**src/rtl/genius_pkg.sv**
```systemverilog
// Shared types and constants for the Genius (Simon) game sequencer.
// Maps remote button codes onto colour/START events.
package genius_pkg;

   typedef enum logic [2:0] {
      ST_IDLE,
      ST_ADD,
      ST_SHOW_ON,
      ST_SHOW_OFF,
      ST_WAIT_IN,
      ST_CHECK,
      ST_LOSE,
      ST_WIN
   } state_e;

   localparam logic [2:0] CODE_COL0  = 3'b001;
   localparam logic [2:0] CODE_COL1  = 3'b010;
   localparam logic [2:0] CODE_COL2  = 3'b011;
   localparam logic [2:0] CODE_COL3  = 3'b110;
   localparam logic [2:0] CODE_START = 3'b100;

   // x^8 + x^6 + x^5 + x^4 + 1 -> feedback from bits 7,5,4,3
   localparam logic [7:0] LFSR_TAPS = 8'hB8;

   typedef struct packed {
      logic       valid;
      logic       start;
      logic [1:0] colour;
   } btn_evt_t;

   function automatic btn_evt_t decode_code(input logic [2:0] code);
      btn_evt_t e;
      e = '0;
      case (code)
         CODE_COL0:  e = '{valid: 1'b1, start: 1'b0, colour: 2'd0};
         CODE_COL1:  e = '{valid: 1'b1, start: 1'b0, colour: 2'd1};
         CODE_COL2:  e = '{valid: 1'b1, start: 1'b0, colour: 2'd2};
         CODE_COL3:  e = '{valid: 1'b1, start: 1'b0, colour: 2'd3};
         CODE_START: e = '{valid: 1'b1, start: 1'b1, colour: 2'd0};
         default:    e = '0;
      endcase
      return e;
   endfunction

   function automatic logic [3:0] onehot4(input logic [1:0] c);
      return 4'b0001 << c;
   endfunction

endpackage

```
**src/rtl/genius_lfsr.sv**
```systemverilog
// Free-running 8-bit Fibonacci LFSR; only the two colour bits leave the block.
module genius_lfsr
   import genius_pkg::*;
#(
   parameter logic [7:0] SEED = 8'hA5
) (
   input  logic       clk,
   input  logic       rst,
   output logic [1:0] colour_o
);

   logic [7:0] lfsr_q, lfsr_d;

   assign lfsr_d   = {lfsr_q[6:0], ^(lfsr_q & LFSR_TAPS)};
   assign colour_o = lfsr_q[1:0];

   always_ff @(posedge clk) begin
      if (!rst) lfsr_q <= SEED;
      else      lfsr_q <= lfsr_d;
   end

endmodule

```
**src/rtl/genius_game_ctrl.sv**
```systemverilog
// Genius game sequencer: grows a random colour sequence, plays it on the
// LEDs and checks the player's remote presses against it.
module genius_game_ctrl
   import genius_pkg::*;
#(
   parameter int         MAX_LEN     = 16,
   parameter int         SHOW_CYC    = 50,
   parameter int         GAP_CYC     = 20,
   parameter int         TIMEOUT_CYC = 1000,
   parameter logic [7:0] LFSR_SEED   = 8'hA5
) (
   input  logic       clk,
   input  logic       rst,
   input  logic       btn_rdy,
   input  logic [2:0] btn_code,
   output logic [3:0] led,
   output logic [4:0] level,
   output logic       busy,
   output logic       game_over,
   output logic       win
);

   localparam int IW = (MAX_LEN > 1) ? $clog2(MAX_LEN) : 1;

   state_e        state_q, state_d;
   logic [4:0]    level_q, level_d;
   logic [IW-1:0] idx_q, idx_d;
   logic [15:0]   cnt_q, cnt_d;
   logic [15:0]   tmo_q, tmo_d;
   logic [1:0]    col_q, col_d;
   logic          shown_q, shown_d;
   logic          rdy_q;
   logic          seq_we;
   logic [1:0]    seq_q [MAX_LEN];
   logic [1:0]    lfsr_col;
   btn_evt_t      evt;
   logic          evt_fire;
   logic          is_last;

   genius_lfsr #(.SEED(LFSR_SEED)) u_lfsr (
      .clk      (clk),
      .rst      (rst),
      .colour_o (lfsr_col)
   );

   // One event per press: rising edge of rdy with a recognised code.
   assign evt      = decode_code(btn_code);
   assign evt_fire = btn_rdy & ~rdy_q & evt.valid;
   assign is_last  = (5'(idx_q) == level_q - 5'd1);

   always_comb begin
      state_d = state_q;
      level_d = level_q;
      idx_d   = idx_q;
      cnt_d   = cnt_q;
      tmo_d   = tmo_q;
      col_d   = col_q;
      shown_d = shown_q;
      seq_we  = 1'b0;
      case (state_q)
         ST_IDLE: begin
            if (evt_fire && evt.start) state_d = ST_ADD;
         end
         ST_ADD: begin
            seq_we  = 1'b1;
            level_d = level_q + 5'd1;
            idx_d   = '0;
            cnt_d   = '0;
            state_d = ST_SHOW_ON;
         end
         ST_SHOW_ON: begin
            if (cnt_q == 16'(SHOW_CYC - 1)) begin
               cnt_d   = '0;
               state_d = ST_SHOW_OFF;
            end else begin
               cnt_d = cnt_q + 16'd1;
            end
         end
         ST_SHOW_OFF: begin
            if (cnt_q == 16'(GAP_CYC - 1)) begin
               cnt_d = '0;
               if (is_last) begin
                  idx_d   = '0;
                  tmo_d   = '0;
                  shown_d = 1'b0;
                  state_d = ST_WAIT_IN;
               end else begin
                  idx_d   = idx_q + 1'b1;
                  state_d = ST_SHOW_ON;
               end
            end else begin
               cnt_d = cnt_q + 16'd1;
            end
         end
         ST_WAIT_IN: begin
            if (evt_fire && !evt.start) begin
               col_d   = evt.colour;
               shown_d = 1'b1;
               state_d = ST_CHECK;
            end else if (tmo_q == 16'(TIMEOUT_CYC - 1)) begin
               state_d = ST_LOSE;
            end else begin
               tmo_d = tmo_q + 16'd1;
            end
         end
         ST_CHECK: begin
            if (col_q != seq_q[idx_q]) begin
               state_d = ST_LOSE;
            end else if (!is_last) begin
               idx_d   = idx_q + 1'b1;
               tmo_d   = '0;
               state_d = ST_WAIT_IN;
            end else if (level_q == 5'(MAX_LEN)) begin
               state_d = ST_WIN;
            end else begin
               state_d = ST_ADD;
            end
         end
         ST_LOSE, ST_WIN: begin
            if (evt_fire && evt.start) begin
               level_d = '0;
               idx_d   = '0;
               state_d = ST_ADD;
            end
         end
         default: state_d = ST_IDLE;
      endcase
   end

   always_ff @(posedge clk) begin
      if (!rst) begin
         state_q <= ST_IDLE;
         level_q <= '0;
         idx_q   <= '0;
         cnt_q   <= '0;
         tmo_q   <= '0;
         col_q   <= '0;
         shown_q <= 1'b0;
         rdy_q   <= 1'b0;
      end else begin
         state_q <= state_d;
         level_q <= level_d;
         idx_q   <= idx_d;
         cnt_q   <= cnt_d;
         tmo_q   <= tmo_d;
         col_q   <= col_d;
         shown_q <= shown_d;
         rdy_q   <= btn_rdy;
      end
   end

   // Sequence contents are don't-care after reset, so no reset here.
   always_ff @(posedge clk) begin
      if (seq_we) seq_q[level_q[IW-1:0]] <= lfsr_col;
   end

   always_comb begin
      led = 4'b0000;
      if (state_q == ST_SHOW_ON)                 led = onehot4(seq_q[idx_q]);
      else if (state_q == ST_WAIT_IN && shown_q) led = onehot4(col_q);
   end

   assign level     = level_q;
   assign busy      = (state_q == ST_SHOW_ON) || (state_q == ST_SHOW_OFF);
   assign game_over = (state_q == ST_LOSE);
   assign win       = (state_q == ST_WIN);

endmodule

```
**config.mk**
```make
export PLATFORM = sky130hd
export DESIGN_NAME = genius_game_ctrl
export DESIGN_NICKNAME = d
export VERILOG_FILES = /design/src/rtl/genius_pkg.sv /design/src/rtl/genius_lfsr.sv /design/src/rtl/genius_game_ctrl.sv
export SDC_FILE = /design/constraint.sdc
export NUM_CORES = 1
export LEC_CHECK = 0
export ABC_AREA = 1
export CAP_MARGIN = 20
export CORE_MARGIN = 1.5
export CORE_UTILIZATION = 45
export CTS_CLUSTER_SIZE = 14
export DETAILED_ROUTE_END_ITERATION = 7
export DONT_BUFFER_PORTS = 1
export PLACE_DENSITY_LB_ADDON = 0.15
export SLEW_MARGIN = 10
export SYNTH_ARGS = -nofsm -noshare
export SYNTH_HDL_FRONTEND = slang
export SYNTH_HIERARCHICAL = 1
export SYNTH_SLANG_ARGS = --single-unit
```
**constraint.sdc**
```tcl
create_clock -name clk -period 3.96 [get_ports clk]
set_input_delay 0.99 -clock clk [delete_from_list [all_inputs] [get_ports clk]]
set_output_delay 0.99 -clock clk [all_outputs]
set_load 0.01 [all_outputs]
```
# Word-level counts from Yosys, hierarchy flattened
# Memories as Yosys holds them, arrays and structs flattened. A register that Yosys moved wholly into a read port is not among the register bits.
# Index checks and enable logic that the tools add are counted.
# word_totals
inputBits	6
ramBits	32
wordCells	109
memories	1
regBits	56
output_inout_bits	12
# op_classes
reduce_logical	20
eq_ne	29
n_mux	40
bitwise_logic	3
shift	2
n_addsub	5
# memory_table
memory	depth	word_bits	rd	rd_ports_with_merged_regs	wr	line	rtl
seq_q	16	2	1	1	1	genius_game_ctrl.sv:34	logic [1:0] seq_q [MAX_LEN];
# op_table
op	n
$mux 16	8
$pmux 16 s3	2
$mux 4	9
$add 16x1->16 const B	2
$mux 3	9
$pmux 4 s5	1
$eq 3x3->1 const B	6
$ne 2x2->1 const B	9
$pmux 3 s6	1
$eq 16x10->1 const B	1
$eq 16x5->1 const B	1
$eq 16x6->1 const B	1
$pmux 4 s4	1
$eq 3x2->1 const B	4
$pmux 5 s2	1
$reduce_and 4->1	2
$reduce_xor 8->1	1
$shl 1x2->4 const A	2
$reduce_and 7->1	1
$eq 3x1->1 const B	2
$mux 1	6
$reduce_bool 3->1	2
$add 5x1->5 const B	1
$eq 4x5->1	1
20 further kinds	25

# Logic depth before layout (Yosys ltp)
# depth
depth_word	8
ltp_mapped	17
depth_no_buf	15

# Hierarchy
# Netlist, hierarchy kept.
# by_module_without_submodules
mod	cells_each	area_each_um2	n_inst
genius_game_ctrl	624	4753.3	1
genius_lfsr	43	301.5	1

# Worst setup path before layout
# Ideal clock, no wire load.
# synth_timing
path_type	input -> register
from	input port btn_code[0]
to	register tmo_q[11]
t_required_ns	3.828
setup_slack_ns	1.624
t_arrival_ns	2.204
setup_ns	0.132
cell_stages	12
cell_sequence	inv_1 nor2_1 o21ai_0 inv_1 nand2_2 o21ai_0 o21bai_2 nor2_8 nand3_4 buf_12 nand2_2 a21oi_2
# synth_via
elab_chain_cells	6
# synth_rtl
item	line	rtl
start: declaration	genius_game_ctrl.sv:15	input logic [2:0] btn_code,
$eq 3x3->1, or another cell as far along	genius_pkg.sv:34	case (code)
$pmux 4 s5 (*)	genius_pkg.sv:34	
$and 1x1->1 / $logic_not 1->1 (equally long branches)	genius_game_ctrl.sv:48, genius_game_ctrl.sv:96	
$logic_and 1x1->1 (*)	genius_game_ctrl.sv:96	if (evt_fire && !evt.start) begin
$ne 2x2->1 (no line) (*)	-	
$reduce_and 7->1 (no line) (*)	-	
end signal: assignment	genius_game_ctrl.sv:145	tmo_q <= tmo_d;
end: declaration	genius_game_ctrl.sv:29	logic [15:0] tmo_q, tmo_d;
# Every way passes the cells marked *; elsewhere a longest branch is shown, timed or not.
# A chain may end at the register's enable or synchronous reset.

==> results.cfg <==
[cells_and_area]
layout.nets = 673
num_antenna_cells = 0
final_util = 0.4838
multi_input_area_um2 = 2382
final-seq-area_um2 = 2162
synthToLayoutAreaGrowth_pct = 4.208
layout-drive-gt1-share = 0.09337
nFillCells = 1080

[worst_setup_path]
r2r_slack_ns = 1.34
start_kind = flop
max_stage_delay_ns = 0.73
cp_num_buf_inv = 2
critPathTopFamily = flip-flops
path_cells = inv_6 -> nand2_1 -> nand3_1 -> nand3_1 -> nand3_2 -> nand2_2 -> inv_1 -> o32ai_1
required_ns = 2.97
cp_data_arrival_time_ns = 2.02
slowest_stage = dfxtp_1
cp-end-kind = output port
crit_top_cell = nand3_1
crit_path_max_fanout = 17
r2r-end = tmo_q[14]
critPathKind = reg -> out
rr_startpoint = level[0]
ff2ff_path_depth = 12

[timing]
fin_skew_ns = 0.01221
rsz0062_at_grt = no
worstMarginPinSlew_ns = 0.9883
post-route-period-util = 0.7613
holdWs_ns = 0.4108
final_hold_viol_count = 0
min_period_ns = 3.015
relSlewSlack = 0.3387
setup_tns_ns = 0
fmax_ghz = 0.3317
slew_viol_final = 0
setup_violations = 0

[synth]
synth_area_per_cell_um2 = 7.578
netlist_instances = 667
ys_ff_latch = 92
ys.flop_type = dfxtp_1
synth_edf_count = 32
synth.cell_area_um2 = 5055
syn_nets = 681
ys_seq_area_frac = 0.4277
netlist-cell-type-count = 43
yosys_warnings = 6
postSynth.asyncResetShare = 0

[floorplan]
pin_count = 18
design.die.area_um2 = 11880
start_util = 0.4643
fp.coreArea_um2 = 10890
rows = 38
die_h_um = 109.0
die_w_um = 109.0

[clock_network]
cts_made_buffers = 9
clockBufferDepth = 2
htreeDepth = 3
clk_pin_slew_ns = 0.09
post_cts_buffers = 0
cts_root_buf = clkbuf_8
cts.repair.resized = 0
cts_tree = built
clock_latency_ns = 0.36
hold_buffers = 0
cts_num_sinks = 92

[routing]
antenna_left = 0
dr.first_iter.drc_count = 323
drt_wl_total_mm = 11.25
via_count = 4175
vias_per_cell = 5.193
drt-wirelength-per-cell_um = 14.00
route.detailed.drc = 0
drtPass1Iterations = 5

[power_and_ir_drop]
design_power_total_mw = 2.283
p_leak_nw = 2.011
power_density_nw_per_um2 = 433.4
ir_drop_uv = 336.5

[grt]
grt_pass1_wl_mm = 18.79
grt_pass1_vias = 3936
gr-total-overflow = 0
grtUsageTotal = 0.2037
grt_antenna_before_repair = 0
grt_max_degree = 37

[worst_hold_path]
hp-start = u_lfsr/lfsr_q[6]
hold_class = reg -> reg
hold_depth = 2
holdPathEnd = u_lfsr/lfsr_q[7]

[job]
cap_violations = 0

[placed_design]
io_buffers = 0
post-dp-hpwl_mm = 8.036
gp_congestion = 0.8886

[outcome]
status = finished, final reports clean
[logic make-up (layout without fill, tap and decap cells)]
| family | Yosys count | in the layout | synth area share |
|---|---|---|---|
| AND/OR/NAND/NOR | 355 | 355 | 0.3233 |
| buffers and inverters | 112 | 109 | 0.1010 |
| flip-flops | 92 | 92 | 0.4277 |
| AO/OA/AOI/OAI | 79 | 79 | 0.09183 |
| XOR/XNOR | 21 | 21 | 0.03639 |
| adder cells (fa/ha/maj) | 8 | 8 | 0.01980 |
[through the flow]
stage          setup WS, ns  std cells  area, um^2
2_1_floorplan         1.624        667        5055
3_3_place_gp          1.315        788        5081
3_5_place_dp          1.288        788        5081
4_1_cts              0.9294        804        5268
5_1_grt              0.7550        804        5268
6_report             0.9452        804        5268
[cell usage in the layout (no fill, tap or decap), types with 5 or more instances in the layout]
cell type	netlist	final
inv_1	80	80
nand3_2	5	5
nor2_1	74	74
clkbuf_8	0	10
a21oi_1	37	37
dfxtp_1	60	60
nand3_1	36	36
xnor2_1	6	6
nand2_2	19	19
a211oi_1	7	7
o21ai_0	17	17
nor3_1	13	13
nor2_2	5	5
ha_1	8	8
edfxtp_1	32	32
nand2_1	162	162
inv_2	9	9
nand4_1	30	30
xor2_1	15	15
[layout make-up]
cell class,instances,share of cell area
Timing Repair Buffer,2,0.002850
Clock buffer,13,0.02827
Tap cell,140,0.03325
Multi-Input combinational cell,463,0.4523
Sequential cell,92,0.4105
Clock inverter,3,0.007126
Inverter,91,0.06580
[metal layers]
layer | wire length (um) | share of wire | vias to the layer above | track usage
met5 | 0 | 0 | - | 0
met4 | 130 | 0.012 | 0 | 0.07989
met3 | 543 | 0.048 | 10 | 0.03527
met1 | 5575 | 0.50 | 1929 | 0.2794
met2 | 5002 | 0.44 | 83 | 0.3183
li1 | - | - | 2153 | -
[sequential cells by signal, indices dropped and copies added (netlist names), named ones only]
register,cells
seq_q,32
cnt_q,16
tmo_q,16
u_lfsr/lfsr_q,8
level,5
idx_q,4
state_q,3
col_q,2
rdy_q,1
shown_q,1
[cells in the mapped netlist, types with 6 or more instances]
| library cell | number | area share |
|---|---|---|
| inv_2 | 9 | 0.0067 |
| buf_6 | 7 | 0.016 |
| o21ai_0 | 17 | 0.017 |
| clkbuf_1 | 6 | 0.0045 |
| inv_1 | 80 | 0.059 |
| a211oi_1 | 7 | 0.010 |
| nand2_1 | 162 | 0.12 |
| nand3_1 | 36 | 0.036 |
| dfxtp_1 | 60 | 0.24 |
| xor2_1 | 15 | 0.026 |
| nand2_2 | 19 | 0.024 |
| nor2_1 | 74 | 0.055 |
| edfxtp_1 | 32 | 0.19 |
| ha_1 | 8 | 0.020 |
| xnor2_1 | 6 | 0.010 |
| a21oi_1 | 37 | 0.037 |
| nand4_1 | 30 | 0.037 |
| nor3_1 | 13 | 0.013 |
[how the worst max path moves through the flow]
stage / depth (start not counted) / startpoint / endpoint
global route: 8 / flop / led[1]
CTS: 8 / flop / led[3]
finish: 8 / flop / led[3]
detailed placement: 11 / btn_code[1] / tmo_q[0]
global placement: 11 / btn_code[1] / tmo_q[0]
floorplan: 12 / btn_code[0] / tmo_q[11]
[power breakdown]
| group | total (mW) | leakage (nW) | internal, mW | switching, mW |
|---|---|---|---|---|
| Clock | 0.623 | 0.0927 | 0.306 | 0.316 |
| Sequential | 1.09 | 0.775 | 1.03 | 0.0682 |
| Combinational | 0.567 | 1.14 | 0.169 | 0.399 |
[tightest hold or removal path, cell delays in order (launching register included)]
cell and delay [ns]:
dfxtp_1 0.32, inv_1 0.03, nand2_1 0.04
No activity file was read; power rests on OpenSTA's default activity.
